===== config.mk =====
export PLATFORM = sky130hd
export DESIGN_NAME = rv_ctl
export DESIGN_NICKNAME = d
export VERILOG_FILES = /design/src/rtl/rv_ctl.sv
export SDC_FILE = /design/constraint.sdc
export NUM_CORES = 1
export LEC_CHECK = 0
export CAP_MARGIN = 25
export CORE_MARGIN = 4
export CORE_UTILIZATION = 41
export CTS_CLUSTER_SIZE = 30
export DETAILED_ROUTE_END_ITERATION = 10
export GPL_ROUTABILITY_DRIVEN = 1
export PLACE_DENSITY = 0.82
export SYNTH_ARGS = -nofsm -noshare
export SYNTH_HDL_FRONTEND = slang
export SYNTH_SLANG_ARGS = --single-unit

===== constraint.sdc =====
create_clock -name clk -period 5.2 [get_ports clk]
set_input_delay 1.3 -clock clk [delete_from_list [all_inputs] [get_ports clk]]
set_output_delay 1.3 -clock clk [all_outputs]
set_load 0.01 [all_outputs]

===== src/rtl/rv_ctl.sv =====
// rv_ctl: multicycle control unit for the simple RISC-V core.
// Decodes the datapath's registered instruction (instr) and ALU zero flag and
// drives every datapath enable and mux select plus the data-memory write strobe.
// Also keeps a retired-instruction counter and a sticky unsupported-opcode flag.
//
// Ports:
//   clk, rst         rising-edge clock, asynchronous active-high reset
//   instr, zero      IR contents and combinational ALU-result-is-zero flag
//   pcsourse/pcwrite PC next-value select and load enable
//   pccen, irwrite   PCC capture and IR load enables
//   wbsel, regwen    register write-back select and write enable
//   immsel           immediate format select
//   asel, bsel       ALU operand selects
//   alusel           ALU operation code
//   ALUouten         ALUOUT load enable
//   DATAwsel         store data select
//   mdrwrite         MDR load enable
//   dmem_we          data-memory write strobe
//   illegal          sticky unsupported-opcode flag (held until reset)
//   instr_done       one-cycle pulse on an instruction's last cycle
//   instret          retired-instruction count
module rv_ctl #(
    parameter int unsigned DPWIDTH  = 32,
    parameter int unsigned CNTWIDTH = 32
) (
    input  logic                clk,
    input  logic                rst,
    input  logic [DPWIDTH-1:0]  instr,
    input  logic                zero,
    output logic                pcsourse,
    output logic                pcwrite,
    output logic                pccen,
    output logic                irwrite,
    output logic [1:0]          wbsel,
    output logic                regwen,
    output logic [1:0]          immsel,
    output logic [1:0]          asel,
    output logic [1:0]          bsel,
    output logic [3:0]          alusel,
    output logic                ALUouten,
    output logic                DATAwsel,
    output logic                mdrwrite,
    output logic                dmem_we,
    output logic                illegal,
    output logic                instr_done,
    output logic [CNTWIDTH-1:0] instret
);

    // Datapath encodings
    localparam logic       PC_PLUS4  = 1'b0;
    localparam logic       PC_ALU    = 1'b1;
    localparam logic [1:0] WB_MDR    = 2'd0;
    localparam logic [1:0] WB_ALUOUT = 2'd1;
    localparam logic [1:0] WB_PC     = 2'd2;
    localparam logic [1:0] IMM_J     = 2'd0;
    localparam logic [1:0] IMM_B     = 2'd1;
    localparam logic [1:0] IMM_S     = 2'd2;
    localparam logic [1:0] IMM_L     = 2'd3;
    localparam logic [1:0] ALUA_PCC  = 2'd0;
    localparam logic [1:0] ALUA_REG  = 2'd1;
    localparam logic [1:0] ALUB_IMM  = 2'd0;
    localparam logic [1:0] ALUB_REG  = 2'd1;
    localparam logic       DATA_B    = 1'b1;
    localparam logic [3:0] ALU_ADD   = 4'd0;
    localparam logic [3:0] ALU_SUB   = 4'd1;
    localparam logic [3:0] ALU_SLL   = 4'd2;
    localparam logic [3:0] ALU_SLT   = 4'd3;
    localparam logic [3:0] ALU_SLTU  = 4'd4;
    localparam logic [3:0] ALU_XOR   = 4'd5;
    localparam logic [3:0] ALU_SRL   = 4'd6;
    localparam logic [3:0] ALU_SRA   = 4'd7;
    localparam logic [3:0] ALU_OR    = 4'd8;
    localparam logic [3:0] ALU_AND   = 4'd9;

    localparam logic [6:0] OP_R     = 7'b0110011;
    localparam logic [6:0] OP_I     = 7'b0010011;
    localparam logic [6:0] OP_LOAD  = 7'b0000011;
    localparam logic [6:0] OP_STORE = 7'b0100011;
    localparam logic [6:0] OP_BR    = 7'b1100011;
    localparam logic [6:0] OP_JAL   = 7'b1101111;

    typedef enum logic [3:0] {
        StFetch, StDecode, StExecR, StExecI, StAluWb, StMemAddr,
        StMemRd, StMemWb, StMemWr, StBranch, StJal, StIllegal
    } state_e;

    state_e state_q, state_d;
    logic [CNTWIDTH-1:0] instret_q;

    logic [6:0] opcode;
    logic [2:0] funct3;
    logic       funct7b5;
    assign opcode   = instr[6:0];
    assign funct3   = instr[14:12];
    assign funct7b5 = instr[30];

    // Register/immediate fields are consumed by the datapath, not here.
    logic unused_instr_bits;
    assign unused_instr_bits = ^{instr[DPWIDTH-1:31], instr[29:15], instr[11:7]};

    // alt selects SUB (funct3=000) or SRA (funct3=101).
    function automatic logic [3:0] alu_op(input logic [2:0] f3, input logic alt);
        case (f3)
            3'b000:  alu_op = alt ? ALU_SUB : ALU_ADD;
            3'b001:  alu_op = ALU_SLL;
            3'b010:  alu_op = ALU_SLT;
            3'b011:  alu_op = ALU_SLTU;
            3'b100:  alu_op = ALU_XOR;
            3'b101:  alu_op = alt ? ALU_SRA : ALU_SRL;
            3'b110:  alu_op = ALU_OR;
            default: alu_op = ALU_AND;
        endcase
    endfunction

    always_ff @(posedge clk or posedge rst) begin
        if (rst) begin
            state_q   <= StFetch;
            instret_q <= '0;
        end else begin
            state_q <= state_d;
            if (instr_done) begin
                instret_q <= instret_q + CNTWIDTH'(1);
            end
        end
    end

    assign instret = instret_q;

    always_comb begin
        state_d    = state_q;
        pcsourse   = PC_PLUS4;
        pcwrite    = 1'b0;
        pccen      = 1'b0;
        irwrite    = 1'b0;
        wbsel      = 2'd0;
        regwen     = 1'b0;
        immsel     = 2'd0;
        asel       = 2'd0;
        bsel       = 2'd0;
        alusel     = 4'd0;
        ALUouten   = 1'b0;
        DATAwsel   = 1'b0;
        mdrwrite   = 1'b0;
        dmem_we    = 1'b0;
        illegal    = 1'b0;
        instr_done = 1'b0;

        case (state_q)
            StFetch: begin
                irwrite  = 1'b1;
                pccen    = 1'b1;
                pcwrite  = 1'b1;
                pcsourse = PC_PLUS4;
                state_d  = StDecode;
            end
            StDecode: begin
                // Speculatively compute the branch/jump target from PCC.
                asel     = ALUA_PCC;
                bsel     = ALUB_IMM;
                alusel   = ALU_ADD;
                ALUouten = 1'b1;
                immsel   = (opcode == OP_JAL) ? IMM_J : IMM_B;
                case (opcode)
                    OP_R:             state_d = StExecR;
                    OP_I:             state_d = StExecI;
                    OP_LOAD, OP_STORE: state_d = StMemAddr;
                    OP_BR:            state_d = StBranch;
                    OP_JAL:           state_d = StJal;
                    default:          state_d = StIllegal;
                endcase
            end
            StExecR: begin
                asel     = ALUA_REG;
                bsel     = ALUB_REG;
                ALUouten = 1'b1;
                alusel   = alu_op(funct3, funct7b5);
                state_d  = StAluWb;
            end
            StExecI: begin
                asel     = ALUA_REG;
                bsel     = ALUB_IMM;
                immsel   = IMM_L;
                ALUouten = 1'b1;
                // No SUBI: funct7[5] only distinguishes SRAI from SRLI.
                alusel   = alu_op(funct3, funct7b5 && (funct3 == 3'b101));
                state_d  = StAluWb;
            end
            StAluWb: begin
                wbsel      = WB_ALUOUT;
                regwen     = 1'b1;
                instr_done = 1'b1;
                state_d    = StFetch;
            end
            StMemAddr: begin
                asel     = ALUA_REG;
                bsel     = ALUB_IMM;
                alusel   = ALU_ADD;
                ALUouten = 1'b1;
                if (opcode == OP_LOAD) begin
                    immsel  = IMM_L;
                    state_d = StMemRd;
                end else begin
                    immsel  = IMM_S;
                    state_d = StMemWr;
                end
            end
            StMemRd: begin
                mdrwrite = 1'b1;
                state_d  = StMemWb;
            end
            StMemWb: begin
                wbsel      = WB_MDR;
                regwen     = 1'b1;
                instr_done = 1'b1;
                state_d    = StFetch;
            end
            StMemWr: begin
                dmem_we    = 1'b1;
                DATAwsel   = DATA_B;
                instr_done = 1'b1;
                state_d    = StFetch;
            end
            StBranch: begin
                // ALUOUT keeps the DECODE target; the SUB only feeds zero.
                asel       = ALUA_REG;
                bsel       = ALUB_REG;
                alusel     = ALU_SUB;
                pcsourse   = PC_ALU;
                pcwrite    = (funct3 == 3'b000) ? zero :
                             (funct3 == 3'b001) ? !zero : 1'b0;
                instr_done = 1'b1;
                state_d    = StFetch;
            end
            StJal: begin
                wbsel      = WB_PC;
                regwen     = 1'b1;
                pcwrite    = 1'b1;
                pcsourse   = PC_ALU;
                instr_done = 1'b1;
                state_d    = StFetch;
            end
            StIllegal: begin
                illegal = 1'b1;
                state_d = StIllegal;
            end
            default: state_d = StFetch;
        endcase

        // Reset lands in FETCH; suppress its enables so nothing is written.
        if (rst) begin
            pcwrite    = 1'b0;
            pccen      = 1'b0;
            irwrite    = 1'b0;
            regwen     = 1'b0;
            ALUouten   = 1'b0;
            mdrwrite   = 1'b0;
            dmem_we    = 1'b0;
            instr_done = 1'b0;
        end
    end

endmodule


==> results.toml <==
[run_status]
status = "completed"

[timing]
setup_ws_ps = 827
slew_headroom = 0.367
fmax_mhz = 229
rsz0062_at_grt = "no"
fin_skew_ps = 5.29
holdWs_ps = 472
fin_crit_sh = 0.841
slew_violations = 0
min_period_ps = 4370
setup_viol = 0
hold_violations = 0
worstMarginPinSlew_ps = 946
tns_ps = 0

[yosys]
ys_seq_elements = 36
synth_edf_count = 0
synthesis.area_sq_mm = 0.00233
synth_area_leaders = "dfrtp_1 39%, xor2_1 11%, nor2_1 4.2%"
synth_top_area_cell = "dfrtp_1"
synth.avg_cell_area_sq_um = 9.38
synth-main-ff-cell = "dfrtp_1"
async_flop_share = 1.00
syn_inst = 248
ys_types = 46
ys_seq_area_frac = 0.387
ys_warn_count = 0
synth_top_cell_area_share = 0.387

[worst_setup_path]
crit_family = "buffers and inverters"
arrival_ps = 3070
startpoint_type = "input pin"
crit_required_ps = 3900
worst-path-buf-inv = 2
end_kind = "output pin"
slowest_stage = "clkdlybuf4s50_1"
cp_common_cell = "clkdlybuf4s50_1"
cp_cell_sequence = "clkdlybuf4s50_1 > xnor2_1 > nor4_1 > o21ai_0 > a211oi_1 > clkdlybuf4s50_1"
crit_type = "in2out"
cp_slowest_stage_delay_ps = 600
path_max_fanout = 6

[finish]
drive_gt1_frac = 0.0744
final_cells = 381
fill_cells = 493
final_util = 0.560
final_common_cell = "clkdlybuf4s50_1"
synthToLayoutAreaGrowth_pct = 32.5
final_cell_mix = "66 x clkdlybuf4s50_1, 36 x dfrtp_1, 30 x xor2_1"
antenna_cells = 0
num-nets-final = 344

[clock_tree]
clk_pin_slew_ps = 70
cts_resized = 0
numCtsBuffers = 5
root_buffer = "clkbuf_8"
cts.path.max_buffers = 2
clkLatencyLatePin_ps = 290
clock_sinks = 36
cts_setup_buffers = 0
cts_max_level = 2
cts_tree = "done"
postCtsHoldBufs = 0

[die]
initial_utilization = 0.423
die_h_um = 83.3
ios = 90
fp.dieW_um = 83.3
dieArea_sq_mm = 0.00695
rows = 27
design.core.area_sq_mm = 0.00551

[placed_design]
preCtsSetupSlack_ps = 832
dpl.cell_count = 373
detailed_place_hpwl_um = 4010
place.port_buffers = 66
place.gp.congestion = 0.772

[grt]
grt_pass1_vias = 1991
grt_pass1_wl_um = 9360
antenna_found_initial = 0
grt_max_degree = 37
overflow = 0
grt_usage = 0.162

[detailed_routing]
drt_iter0_drc = 124
viasPerCell = 5.27
dr.pass1.iters = 4
drcViolationCount = 0
postRouteAntennaNets = 0
vias = 2006
wire_per_inst_um = 14.5
routed_wl_um = 5510

[pwr]
p_leak_uw = 0.00135
peakVddDrop_mv = 0.192
powerDensity_mw_per_mm2 = 367

[job]
cap_violations = 0

[min_path]
hold_path_class = "reg2reg"
==> layer usage <==
layer	wire length (um)	vias up	GRT usage
met4	94	0	0.0654
met3	202	9	0.0347
met1	2470	958	0.203
met5	0	-	0
met2	2740	45	0.270
li1	-	994	-
==> per-stage QoR <==
stage | power [uW] | area [sq um]
after floorplan | 738 | 2330
after global placement | 919 | 2990
after detailed placement | 934 | 2990
after CTS | 1140 | 3080
after global routing | 1210 | 3080
final | 1130 | 3080
==> sequential cells by signal, indices dropped and copies added, names as in the netlist <==
name	flops
instret	32
state_q	4
==> cell type report <==
type                    count  area [sq um]  area share
clock inverters             2          10.0     0.00325
well taps                  72          90.1      0.0292
flip-flops and latches     36           901       0.292
clock buffers               6          82.6      0.0268
multi-input cells         190          1290       0.420
inverters                   6          22.5     0.00731
repair buffers             69           683       0.222
==> power breakdown <==
group / switching, uW / leakage (uW) / internal, uW / total (uW)
Clock: 100 / 0.0000510 / 106 / 206
Combinational: 246 / 0.000819 / 260 / 505
Sequential: 108 / 0.000480 / 313 / 421
Total: 454 / 0.00135 / 678 / 1130
==> Yosys cell counts, drive strengths merged (3+ instances only) <==
cell type,instances
and3,6
nand4,10
nor3b,3
o21ai,7
nor4,14
dfrtp,36
nor2b,3
buf,14
and2,4
nor2,27
nand3,7
nor3,14
nand2,21
and4,4
a21oi,8
clkbuf,3
inv,6
xor2,30
nand2b,5
xnor2,3
==> final timing paths <==
check	startpoint	slack, ps	end	cells after the start
min reg2reg	instret[31]$_DFFE_PP0P_	470	instret[31]$_DFFE_PP0P_	1
min	instret[31]$_DFFE_PP0P_	470	instret[31]$_DFFE_PP0P_	1
max reg2reg	state_q[1]$_DFF_PP0_	2890	instret[31]$_DFFE_PP0P_	4
max in group asynchronous	rst	3230	instret[31]$_DFFE_PP0P_	3
min in group asynchronous	rst	1660	instret[4]$_DFFE_PP0P_	3
max	instr[12]	830	pcwrite	6
==> cell families (layout without fill, tap and decap cells) <==
family / Yosys count / count (layout) / share of synthesized area
simple gates: 124 / 124 / 0.327
mux: 3 / 3 / 0.0134
other cells: 1 / 2 / 0.00161
flops: 36 / 36 / 0.387
buf+inv: 23 / 83 / 0.0586
xor+xnor: 33 / 33 / 0.124
fa+ha+maj: 1 / 1 / 0.00538
compound gates: 27 / 27 / 0.0823
(Power assumes the default switching activity.)
